==> src/rtl/usb4_clk_gen.sv <==
// Multi-channel fractional clock divider. Each channel derives a divided clock from
// local_clk; new ratios are captured into a shadow and applied at that channel's falling edge.
module usb4_clk_gen #(
    parameter int NUM_CH   = 3,
    parameter int CNT_W    = 8,
    parameter int FRAC_W   = 6,
    parameter int DEF_HALF = 2,
    parameter int DEF_FRAC = 0
) (
    input  logic                     local_clk,
    input  logic                     rst,
    input  logic [NUM_CH*CNT_W-1:0]  cfg_half,
    input  logic [NUM_CH*FRAC_W-1:0] cfg_frac,
    input  logic                     cfg_load,
    output logic [NUM_CH-1:0]        clk_out,
    output logic [NUM_CH-1:0]        tick,
    output logic                     cfg_busy
);
    localparam int CW1 = CNT_W + 1;
    localparam int FW1 = FRAC_W + 1;

    logic [NUM_CH-1:0] pendVec;

    for (genvar i = 0; i < NUM_CH; i++) begin : gChan
        logic [CNT_W-1:0]  half_q, half_d, shHalf_q, shHalf_d, cnt_q, cnt_d;
        logic [FRAC_W-1:0] frac_q, frac_d, shFrac_q, shFrac_d, acc_q, acc_d;
        logic              ext_q, ext_d, clk_q, clk_d, tick_q, tick_d, pend_q, pend_d;
        logic [CNT_W:0]    limit;
        logic [FRAC_W:0]   sum;
        logic              applyOk;

        // A fresh cfg_load in the same cycle suppresses apply so only the newest shadow is used.
        always_comb begin
            half_d   = half_q;
            frac_d   = frac_q;
            shHalf_d = shHalf_q;
            shFrac_d = shFrac_q;
            cnt_d    = cnt_q;
            acc_d    = acc_q;
            ext_d    = ext_q;
            clk_d    = clk_q;
            tick_d   = 1'b0;
            pend_d   = pend_q;
            limit    = {1'b0, half_q} - CW1'(1) + CW1'(ext_q);
            sum      = FW1'(acc_q) + FW1'(frac_q);
            applyOk  = pend_q & ~cfg_load;

            if (half_q == '0) begin
                cnt_d = '0;
                acc_d = '0;
                ext_d = 1'b0;
                clk_d = 1'b0;
                if (applyOk) begin
                    half_d = shHalf_q;
                    frac_d = shFrac_q;
                    pend_d = 1'b0;
                end
            end else if ({1'b0, cnt_q} == limit) begin
                cnt_d = '0;
                if (clk_q && applyOk) begin
                    half_d = shHalf_q;
                    frac_d = shFrac_q;
                    acc_d  = '0;
                    ext_d  = 1'b0;
                    clk_d  = 1'b0;
                    pend_d = 1'b0;
                end else begin
                    {ext_d, acc_d} = sum;
                    clk_d  = ~clk_q;
                    tick_d = ~clk_q;
                end
            end else begin
                cnt_d = cnt_q + CNT_W'(1);
            end

            if (cfg_load) begin
                shHalf_d = cfg_half[i*CNT_W +: CNT_W];
                shFrac_d = cfg_frac[i*FRAC_W +: FRAC_W];
                pend_d   = 1'b1;
            end
        end

        always_ff @(posedge local_clk or negedge rst) begin
            if (!rst) begin
                half_q   <= CNT_W'(DEF_HALF);
                frac_q   <= FRAC_W'(DEF_FRAC);
                shHalf_q <= CNT_W'(DEF_HALF);
                shFrac_q <= FRAC_W'(DEF_FRAC);
                cnt_q    <= '0;
                acc_q    <= '0;
                ext_q    <= 1'b0;
                clk_q    <= 1'b0;
                tick_q   <= 1'b0;
                pend_q   <= 1'b0;
            end else begin
                half_q   <= half_d;
                frac_q   <= frac_d;
                shHalf_q <= shHalf_d;
                shFrac_q <= shFrac_d;
                cnt_q    <= cnt_d;
                acc_q    <= acc_d;
                ext_q    <= ext_d;
                clk_q    <= clk_d;
                tick_q   <= tick_d;
                pend_q   <= pend_d;
            end
        end

        assign clk_out[i] = clk_q;
        assign tick[i]    = tick_q;
        assign pendVec[i] = pend_q;
    end

    assign cfg_busy = |pendVec;

endmodule
==> config.mk <==
export PLATFORM = sky130hd
export DESIGN_NAME = usb4_clk_gen
export DESIGN_NICKNAME = d
export VERILOG_FILES = /design/src/rtl/usb4_clk_gen.sv
export SDC_FILE = /design/constraint.sdc
export NUM_CORES = 1
export LEC_CHECK = 0
export ABC_AREA = 1
export CAP_MARGIN = 20
export CORE_UTILIZATION = 53
export DETAILED_ROUTE_END_ITERATION = 16
export GPL_ROUTABILITY_DRIVEN = 0
export GPL_TIMING_DRIVEN = 0
export PLACE_DENSITY_LB_ADDON = 0.08
export REMOVE_ABC_BUFFERS = 1
export SYNTH_ARGS = -nofsm -noshare
export SYNTH_HDL_FRONTEND = slang
export SYNTH_SLANG_ARGS = --single-unit
==> constraint.sdc <==
create_clock -name local_clk -period 2 [get_ports local_clk]
set_clock_uncertainty 0.1 [all_clocks]
set_input_delay 0.2 -clock local_clk [delete_from_list [all_inputs] [get_ports local_clk]]
set_output_delay 0.2 -clock local_clk [all_outputs]
set_load 0.02 [all_outputs]
Word level (Yosys, flattened, before mapping) --
Cells that the tools add are included.
Word-level totals: bits of input ports 45, output and inout bits 7, register bits after elaboration 138, word-level logic and storage cells 161
Operators by class: reduce and logical (&&, ||, !) cells 25, equal/unequal tests 9, bitwise operators 7, add/sub/neg operators 12, multiplexer cells 78
Operators by type and width (number):
- 8-bit two-way mux | 18
- 6-bit two-way mux | 21
- 1-bit two-way mux | 39
- 9-bit by 1-bit adder with 9-bit output | 3
- 8-bit by 9-bit equality test with 1-bit output | 3
- 8-bit by 1-bit subtractor with 9-bit output (second input constant) | 3
- 8-bit by 1-bit adder with 8-bit output (second input constant) | 3
- 8-bit logical NOT | 3
- 6-bit by 6-bit adder with 7-bit output | 3
- 3-bit AND reduction | 6
- 3-bit nonzero test | 6
- 2-bit nonzero test | 6
- 3-bit != test (second input constant) | 3
- 2-bit != test (second input constant) | 3
- 1-bit NOT | 4
- 1-bit bitwise AND | 3
- 1-bit logical AND | 3
- 3-bit OR reduction | 1

Logic depth before layout (Yosys ltp) --
Gate-level depths: netlist of run 1.
depth after elaboration 7, gate-level depth with buffers 16, mapped depth without buffers 15

Worst setup path after synthesis of run 1 --
Ideal clock, no wire load.
path kind reg-to-reg, from register gChan[2].half_q[0], to register gChan[2].pend_q, stages on the path, launching flop included 13, data arrival time 1947 ps, buffers on the path 1, clock period less this slack 2177 ps, data required time 1770 ps, library setup time 130 ps, path slack -177 ps, cell sequence dfrtp_1 > inv_1 > ha_1 > ha_1 > xor2_1 > nand2_1 > nor2_1 > nand2_1 > nor2_2 > nand4_2 > buf_2 > nand3_1 > nand2_1
On the way: longest elaborated chain between the ends 5, elaborated cells on any way between the ends 10, those cells by class add/sub: 2; eq/ne: 2; mux: 2; reduce/logical: 4
RTL lines:
- from (decl) | RTL line 25 | logic [CNT_W-1:0] half_q, half_d, shHalf_q, shHalf_d, cnt_q, cnt_d;
- from (signal assigned) | RTL line 85 | half_q <= CNT_W'(DEF_HALF);
- from (signal assigned) | RTL line 96 | half_q <= half_d;
- 8-bit by 1-bit subtractor with 9-bit output | RTL line 44 | limit = {1'b0, half_q} - CW1'(1) + CW1'(ext_q);
- 9-bit by 1-bit adder with 9-bit output | RTL line 44
- 8-bit by 9-bit equality test with 1-bit output | RTL line 58 | end else if ({1'b0, cnt_q} == limit) begin
- 3-bit nonzero test (no line)
- 3-bit AND reduction (no line)
- to (signal assigned) | RTL line 105 | pend_q <= pend_d;
- to (decl) | RTL line 27 | logic ext_q, ext_d, clk_q, clk_d, tick_q, tick_d, pend_q, pend_d;
Several ways; a longest one is shown, not always the timed one. A chain may end at the register's enable or synchronous reset.

Worst setup path in the final report of run 1 --
from register gChan[2].half_q[0], to register gChan[2].frac_q[2]
On the way: longest elaborated chain between the ends 5, elaborated cells on any way between the ends 9, those cells by class add/sub: 2; eq/ne: 2; mux: 1; reduce/logical: 4
RTL lines:
- 8-bit by 1-bit subtractor with 9-bit output | RTL line 44
- 9-bit by 1-bit adder with 9-bit output | RTL line 44
- 8-bit by 9-bit equality test with 1-bit output | RTL line 58
- 2-bit nonzero test (no line)
- 3-bit AND reduction (no line)
- to (signal assigned) | RTL line 86 | frac_q <= FRAC_W'(DEF_FRAC);
- to (signal assigned) | RTL line 97 | frac_q <= frac_d;
- to (decl) | RTL line 26 | logic [FRAC_W-1:0] frac_q, frac_d, shFrac_q, shFrac_d, acc_q, acc_d;
Several ways; a longest one is shown, not always the timed one.

==> results.json, run 1 <==
{
  "fin_crit_ps": 2280,
  "cp_max_fo": 7,
  "synthesis.area_per_instance_um2": 8.01,
  "fillers": 990,
  "max_freq_mhz": 439,
  "status": "finished, violations left",
  "setup_violations": 94,
  "finalSetupTns_ps": -15450,
  "io_pins": 52,
  "drt_iter0_markers": 417,
  "hpwlAfterDp_um": 10200,
  "rows": 42,
  "ys.flop_type": "dfrtp_1",
  "drc": 0,
  "fin_hold_ws_ps": 126,
  "syn_to_final_growth_pct": 31.6,
  "post-route-period-util_pct": 114,
  "synth.cell_area_um2": 7240,
  "clk_path_buf_depth": 2,
  "clkSinkCount": 138,
  "leakage_nw": 4.91,
  "cts_tree": "built",
  "seq_area_um2": 3460,
  "worstSetupPathType": "register to register",
  "ys_async_sr_fraction_pct": 100,
  "core_region_area_um2": 13300,
  "ir_drop_uv": 910,
  "ys_seq_area_share_pct": 47.8,
  "numCtsBuffers": 17,
  "slew_headroom_pct": 59.4,
  "r2r-start": "gChan[2].half_q[0]$_DFFE_PN0P_",
  "vias": 6106,
  "io_buffers": 51,
  "antenna_found_initial": 0,
  "ant_nets": 0,
  "synth_cell_types": 37,
  "multi_input_area_um2": 4000,
  "start_util_pct": 54.5,
  "endpoint": "gChan[2].frac_q[2]$_DFFE_PN0P_",
  "max_cap_viol_count": 0,
  "die_area_um2": 14100,
  "layout_commonest_cell": "nand2_1",
  "hold_class": "input port to register",
  "tightest_slew_ps": 609,
  "rsz0062_at_grt": "yes",
  "wl_per_cell_um": 14.6,
  "worstSetupStartpoint": "gChan[2].half_q[0]$_DFFE_PN0P_",
  "cp.arrival_ps": 2540,
  "syn_inst": 904,
  "slew_violations": 0,
  "ys_seq_elements": 138,
  "startpoint_type": "register",
  "grt_max_degree": 95,
  "overflow": 0,
  "dr.pass1.iters": 5,
  "die_y_um": 119,
  "reg2reg_slack_ps": -280,
  "drive_gt1_share_pct": 23.0,
  "finalHoldViolCount": 0,
  "htreeDepth": 4,
  "clk_pin_slew_ps": 60,
  "nNetsFinal": 1068,
  "end_kind": "register",
  "reg2reg_to": "gChan[2].frac_q[2]$_DFFE_PN0P_",
  "worstPathRequired_ps": 2260,
  "r2r_cells": 14,
  "grt_pass1_vias": 6099,
  "ctsRootBufferMaster": "clkbuf_16",
  "via_per_inst": 5.17,
  "routed_wl_um": 17300,
  "violations": "negative setup slack",
  "grt_first_pass_wirelength_um": 28800,
  "fp.dieW_um": 119,
  "synth_edf_count": 0,
  "mostFrequentLayoutCells": "312 x nand2_1, 132 x dfrtp_1, 74 x nand3_1",
  "setup_slack_ps": -279,
  "power_density_nw_per_um2": 1590,
  "yosys_warnings": 0,
  "clock_latency_ps": 430,
  "pre_cts_ws_ps": -1330,
  "final_core_util_pct": 71.7,
  "antenna_cells": 0,
  "grt_usage_pct": 26.0
}
==> worst min path at each step <==
stage	end	startpoint	cells after the start	slack, ps
after global routing	gChan[1].shHalf_q[1]$_DFFE_PN1P_	cfg_load	3	130
after global placement	gChan[0].shHalf_q[1]$_DFFE_PN1P_	gChan[0].shHalf_q[1]$_DFFE_PN1P_	2	350
after detailed placement	gChan[0].shHalf_q[4]$_DFFE_PN0P_	rst	1	60
after floorplan	gChan[0].acc_q[0]$_DFFE_PN0P_	rst	0	-200
after CTS	gChan[1].shHalf_q[1]$_DFFE_PN1P_	cfg_load	3	110
final	gChan[1].shHalf_q[1]$_DFFE_PN1P_	cfg_load	3	130
==> area by class of cell <==
| type | count | area share [%] |
|---|---|---|
| multi-input cells | 673 | 42.0 |
| well taps | 176 | 2.31 |
| flip-flops and latches | 138 | 36.3 |
| clock buffers | 17 | 4.46 |
| clock inverters | 15 | 1.33 |
| inverters | 70 | 2.89 |
| repair buffers | 93 | 10.7 |
==> state kept, by name (all words and copies together) (netlist names) <==
signal and flops:
gChan.tick_q 3, gChan.ext_q 3, gChan.pend_q 3, gChan.half_q 24, gChan.clk_q 3, gChan.acc_q 18
gChan.shFrac_q 18, gChan.frac_q 18, gChan.shHalf_q 24, gChan.cnt_q 24
==> repair_timing <==
item	4_1_cts	5_1_grt
endpoints found under the setup margin	97	96
hold buffers	1	0
gates resized for setup	105	70
buffers inserted	29	9
hold endpoints to repair	44	0
pin swaps	28	35
cloned	10	0
==> synth_stat cells (all sizes together) (11+ instances only) <==
| library cell | instances | area [um^2] |
|---|---|---|
| nand3 | 91 | 478 |
| a21oi | 11 | 55.1 |
| nor2 | 63 | 249 |
| xnor2 | 20 | 175 |
| nor3 | 21 | 105 |
| inv | 69 | 259 |
| dfrtp | 132 | 3300 |
| xor2 | 21 | 184 |
| ha | 27 | 338 |
| nand2 | 380 | 1470 |
| buf | 20 | 139 |
==> where the power goes <==
part / total, mW / internal [mW] / leakage, nW / switching (mW)
clock: 2.94 / 1.71 / 0.269 / 1.24
sequential: 4.65 / 3.73 / 1.73 / 0.923
combinational: 7.57 / 3.24 / 2.91 / 4.33
total: 15.2 / 8.67 / 4.91 / 6.49
==> critical path, cell delays in order (launching register included) <==
cell	delay [ps]
dfrtp_1	400
inv_2	100
ha_4	190
buf_4	120
nand2_1	40
nor2_1	160
nand2_1	80
nand2_1	90
nand3_1	120
nor2_4	180
nand4_4	200
buf_12	210
nand2_8	90
nand2_1	70
nand2_1	60
==> per-layer routing <==
layer  up-vias  GRT usage (%)  part of all wire, %
met5         -              0                    0
met1      2900           33.4                   45
met4         0           9.26                  1.6
li1       3057              -                    -
met3        21           6.23                  4.3
met2       128           43.1                   50
==> metrics by stage <==
step / std cells / area [um^2] / total power [mW]
detailed placement: 1104 / 7830 / 10.2
global placement: 1103 / 7800 / 9.89
CTS: 1176 / 9300 / 14.5
floorplan: 876 / 7070 / 8.80
global route: 1182 / 9530 / 16.3
finish: 1182 / 9530 / 15.2
==> kinds of logic (layout without fill, tap and decap cells) <==
family	count (synthesis)	after routing	synth area share (%)
xor gates and xnor gates	41	41	4.96
adders and majority gates	30	30	5.49
AOI/OAI and AO/OA	24	24	1.92
and+or+nand+nor	573	578	33.9
DFF	138	138	47.8
buffers and inverters	98	195	5.96
Note: power is estimated with default switching activity, not from simulation.
==> inputs of run 2 (changes only) <==
Settings changed: PLACE_DENSITY set to 0.79, PLACE_DENSITY_LB_ADDON 0.08 to unset.
==> results.json, run 2 (synthesis results as in run 1) <==
{
  "dr.pass1.iters": 5,
  "clkSinkCount": 138,
  "r2r-start": "gChan[1].ext_q$_DFFE_PN0P_",
  "io_buffers": 51,
  "path_buf_inv": 3,
  "start_util_pct": 54.5,
  "min_from": "cfg_load",
  "vias": 6314,
  "layout_commonest_cell": "nand2_1",
  "cts_tree": "built",
  "core_region_area_um2": 13300,
  "cp.arrival_ps": 2410,
  "finalSetupTns_ps": -10420,
  "wl_per_cell_um": 15.1,
  "fillers": 939,
  "status": "finished, violations left",
  "violations": "negative setup slack",
  "finalHoldViolCount": 0,
  "numCtsBuffers": 17,
  "die_area_um2": 14100,
  "dpl.cell_count": 1105,
  "antenna_cells": 0,
  "crit_chain": "inv_2, ha_4, ha_4, inv_2, nand2_2, nand3b_1, nand2_2, nand3_2, nor2_4, nand3_4, nand2_4, clkinvlp_4, nand2_1, nand2_1",
  "startpoint_type": "register",
  "reg2reg_slack_ps": -190,
  "fin_crit_ps": 2190,
  "largestRegisters": "gChan.cnt_q x24, gChan.half_q x24, gChan.shHalf_q x24",
  "drc": 0,
  "cpMaxStageDelayCell": "dfrtp_1",
  "max_freq_mhz": 457,
  "fin_hold_ws_ps": 123,
  "drt_iter0_markers": 467,
  "rsz0062_at_grt": "yes",
  "die_y_um": 119,
  "hpwlAfterDp_um": 9880,
  "power_density_nw_per_um2": 1630,
  "slowest_delay_ps": 390,
  "worstPathRequired_ps": 2220,
  "whs_path_depth": 3,
  "ctsRootBufferMaster": "clkbuf_16",
  "tightest_slew_ps": 509,
  "syn_to_final_growth_pct": 31.7,
  "fin_cells": 1178,
  "pre_cts_ws_ps": -876,
  "ant_nets": 0,
  "clk_pin_slew_ps": 60,
  "via_per_inst": 5.36,
  "htreeDepth": 4,
  "mostFrequentLayoutCells": "313 x nand2_1, 131 x dfrtp_1, 66 x nand3_1",
  "whs_endpoint": "gChan[1].shHalf_q[1]$_DFFE_PN1P_",
  "io_pins": 52,
  "nNetsFinal": 1064,
  "clock_latency_ps": 420,
  "antenna_found_initial": 0,
  "r2r_cells": 14,
  "multi_input_area_um2": 4050,
  "routed_wl_um": 17800,
  "ir_drop_uv": 855,
  "worstSetupPathType": "register to register",
  "grt_first_pass_wirelength_um": 29400,
  "slew_headroom_pct": 66.1,
  "seq_area_um2": 3460,
  "grt_usage_pct": 26.4,
  "slew_violations": 0,
  "max_cap_viol_count": 0,
  "critPathTopFamily": "simple AND/OR/NAND/NOR gates",
  "reg2reg_to": "gChan[1].clk_q$_DFFE_PN0P_",
  "end_kind": "register",
  "hold_class": "input port to register",
  "post-route-period-util_pct": 110,
  "grt_max_degree": 90,
  "leakage_nw": 4.93,
  "setup_violations": 94,
  "clk_path_buf_depth": 2,
  "grt_pass1_vias": 6361,
  "rows": 42,
  "drive_gt1_share_pct": 23.7,
  "overflow": 0,
  "cp_max_fo": 7,
  "fp.dieW_um": 119,
  "setup_slack_ps": -190
}
[run 2: tightest hold or removal path, cell delays in order]
cell and delay, ps:
buf_4 270, nand2_1 110, nand2_1 50
[run 2: power by group]
| part | internal (mW) | switching (mW) |
|---|---|---|
| clock network | 1.87 | 1.24 |
| logic | 3.19 | 4.53 |
| registers | 3.73 | 0.949 |
[run 2: worst max-delay path by stage]
stage	from	end	slack, ps	cells past startpoint
after floorplan	cfg_load	gChan[1].frac_q[0]$_DFFE_PN0P_	-280	7
after global placement	rst	gChan[2].frac_q[2]$_DFFE_PN0P_	-4860	1
after detailed placement	cfg_load	gChan[1].half_q[7]$_DFFE_PN0P_	-880	9
after CTS	gChan[2].half_q[1]$_DFFE_PN1P_	gChan[2].ext_q$_DFFE_PN0P_	-170	12
after global routing	gChan[0].half_q[0]$_DFFE_PN0P_	gChan[0].acc_q[1]$_DFFE_PN0P_	-360	13
final	gChan[1].ext_q$_DFFE_PN0P_	gChan[1].clk_q$_DFFE_PN0P_	-190	14
[run 2: metrics by stage]
stage | cell area (um^2) | power (mW) | utilization (%)
after floorplan | 7070 | 8.80 | -
after global placement | 7800 | 9.87 | 58.7
after detailed placement | 7850 | 10.1 | 59.0
after CTS | 9260 | 14.6 | 69.7
after global routing | 9540 | 16.6 | 71.7
final | 9540 | 15.5 | 71.7
[run 2: layout make-up]
| cell class | count | area share [%] |
|---|---|---|
| Timing Repair Buffer | 90 | 9.98 |
| Tap cell | 176 | 2.31 |
| Multi-Input combinational cell | 672 | 42.4 |
| Clock inverter | 14 | 1.51 |
| Inverter | 70 | 2.87 |
| Sequential cell | 138 | 36.3 |
| Clock buffer | 18 | 4.60 |
[run 2: per-layer routing]
| layer | vias up | track usage, % | share of wire, % |
|---|---|---|---|
| met1 | 3073 | 32.5 | 43 |
| met2 | 176 | 45.2 | 50 |
| met5 | - | 0 | 0 |
| met4 | 0 | 11.5 | 2.8 |
| met3 | 40 | 5.17 | 4.2 |
| li1 | 3025 | - | - |
[run 2: timing repair]
item                                   4_1_cts  5_1_grt
hold buffers                                 1        0
setup endpoints to repair                   96       97
setup buffers                               30        6
pin swaps                                   34       34
resized for setup                          118       69
endpoints found under the hold margin       49        0
gates cloned                                 5        0
==> inputs of run 3 (changes only) <==
Settings changed: CORE_UTILIZATION 53 to 54, CTS_BUF_LIST set to sky130_fd_sc_hd__clkbuf_2 sky130_fd_sc_hd__clkbuf_4 sky130_fd_sc_hd__clkbuf_8, PLACE_DENSITY 0.79 to 0.8.
==> results.json, run 3 (synthesis results as in run 1) <==
{
  "status": "finished, violations left",
  "violations": "negative setup slack",
  "p_seq_share_pct": 31.6,
  "reg2reg_slack_ps": -220,
  "combPwrFrac_pct": 52.5,
  "max_freq_mhz": 451,
  "cts_tree": "built",
  "hpwlAfterDp_um": 9770,
  "p_total_mw": 14.9,
  "reg2reg_to": "gChan[0].acc_q[1]$_DFFE_PN0P_",
  "r2r-start": "gChan[0].half_q[0]$_DFFE_PN0P_",
  "hold_class": "input port to asynchronous set/reset pin",
  "fp.dieW_um": 118,
  "rows": 41,
  "dpl_cell_area_um2": 7840,
  "largestRegisters": "gChan.cnt_q x24, gChan.half_q x24, gChan.shHalf_q x24",
  "max_cap_viol_count": 0,
  "leakage_nw": 4.89,
  "vias": 6289,
  "antenna_cells": 0,
  "syn_to_final_growth_pct": 29.9,
  "worstPathRequired_ps": 2260,
  "io_pins": 52,
  "start_util_pct": 56.5,
  "ir_drop_uv": 794,
  "dr.pass1.iters": 5,
  "io_buffers": 51,
  "numCtsBuffers": 17,
  "end_kind": "register",
  "cp_max_fo": 8,
  "tightest_slew_ps": 868,
  "clkSinkCount": 138,
  "drt_iter0_markers": 484,
  "layout_commonest_cell": "nand2_1",
  "multi_input_area_um2": 4110,
  "wl_per_cell_um": 15.5,
  "r2r_cells": 13,
  "p_clk_share_pct": 15.9,
  "netSwitchingFraction_pct": 44.9,
  "via_per_inst": 5.34,
  "slew_violations": 0,
  "fillers": 895,
  "cp.arrival_ps": 2480,
  "worstSetupPathType": "register to register",
  "ant_nets": 0,
  "htreeDepth": 4,
  "die_y_um": 118,
  "grt_usage_pct": 27.0,
  "post-route-period-util_pct": 111,
  "switchingPower_mw": 6.68,
  "setup_violations": 87,
  "finalHoldViolCount": 0,
  "drc": 0,
  "fin_area_um2": 9410,
  "slew_headroom_pct": 42.1,
  "antenna_found_initial": 0,
  "clock_latency_ps": 470,
  "ctsRootBufferMaster": "clkbuf_8",
  "die_area_um2": 13900,
  "setup_slack_ps": -219,
  "drive_gt1_share_pct": 25.0,
  "clk_path_buf_depth": 2,
  "mostFrequentLayoutCells": "302 x nand2_1, 130 x dfrtp_1, 68 x nand3_1",
  "seq_area_um2": 3460,
  "fin_crit_ps": 2220,
  "nNetsFinal": 1067,
  "routed_wl_um": 18300,
  "rsz0062_at_grt": "yes",
  "grt_pass1_vias": 6225,
  "power_density_nw_per_um2": 1580,
  "core_region_area_um2": 12800,
  "overflow": 0,
  "grt_max_degree": 91,
  "power.internal_mw": 8.21,
  "clk_pin_slew_ps": 70,
  "startpoint_type": "register",
  "grt_first_pass_wirelength_um": 29400
}
run 3: how the worst max path moves through the flow:
stage / from / end / slack, ps / cells past startpoint
after global routing: gChan[0].half_q[0]$_DFFE_PN0P_ / gChan[0].acc_q[4]$_DFFE_PN0P_ / -340 / 13
after CTS: gChan[0].half_q[1]$_DFFE_PN1P_ / gChan[0].acc_q[1]$_DFFE_PN0P_ / -180 / 12
after floorplan: cfg_load / gChan[1].frac_q[0]$_DFFE_PN0P_ / -280 / 7
after global placement: rst / gChan[2].shFrac_q[2]$_DFFE_PN0P_ / -4810 / 1
after detailed placement: cfg_load / gChan[1].half_q[5]$_DFFE_PN0P_ / -850 / 9
final: gChan[0].half_q[0]$_DFFE_PN0P_ / gChan[0].acc_q[1]$_DFFE_PN0P_ / -220 / 13
run 3: timing repair:
item | CTS | global route
hold endpoints to repair | 48 | 0
gates resized for setup | 116 | 91
pin swaps | 39 | 30
hold buffers | 1 | 0
endpoints found under the setup margin | 95 | 97
cloned | 7 | 0
buffers inserted | 29 | 11
run 3: power groups by stage:
stage / registers, mW / clock network, mW / logic (mW)
final: 4.71 / 2.36 / 7.81
after CTS: 4.61 / 2.39 / 6.68
after global routing: 4.80 / 2.52 / 8.65
after global placement: 4.61 / 0 / 5.27
after detailed placement: 4.63 / 0 / 5.48
after floorplan: 4.44 / 0 / 4.37
run 3: cell type report:
type                            count  area share (%)
Clock buffer                       23            3.23
Multi-Input combinational cell    673            43.7
Tap cell                          172            2.29
Timing Repair Buffer               92            9.83
Sequential cell                   138            36.8
Inverter                           70            2.91
Clock inverter                      9            1.20
run 3: worst max-delay path: stages (launching register included):
cell and delay [ps]:
dfrtp_1 380, inv_2 60, ha_4 160, ha_4 260
xor2_1 150, nand2_1 90, nor2_2 110, nand2_2 80
nor2_4 150, nand3_4 120, nand2_4 110, clkinvlp_4 170
nand2_2 110, nand2_1 50
run 3: per-stage QoR:
stage	TNS (ps)	cells	utilization (%)	setup slack, ps	hold slack (ps)
floorplan	-13100	876	-	-283	-196
global placement	-927670	1099	60.8	-4810	351
detailed placement	-49720	1101	61.2	-849	65.5
CTS	-9180	1170	70.8	-177	108
global route	-23870	1177	73.4	-344	118
finish	-12050	1177	73.4	-219	124
run 3: per-layer routing:
metal,global-route usage [%],up-vias,wire length [um]
li1,-,3034,-
met1,32.9,2989,7560
met2,45.8,214,9250
met3,5.86,52,895
met4,12.1,0,572
met5,0,-,0
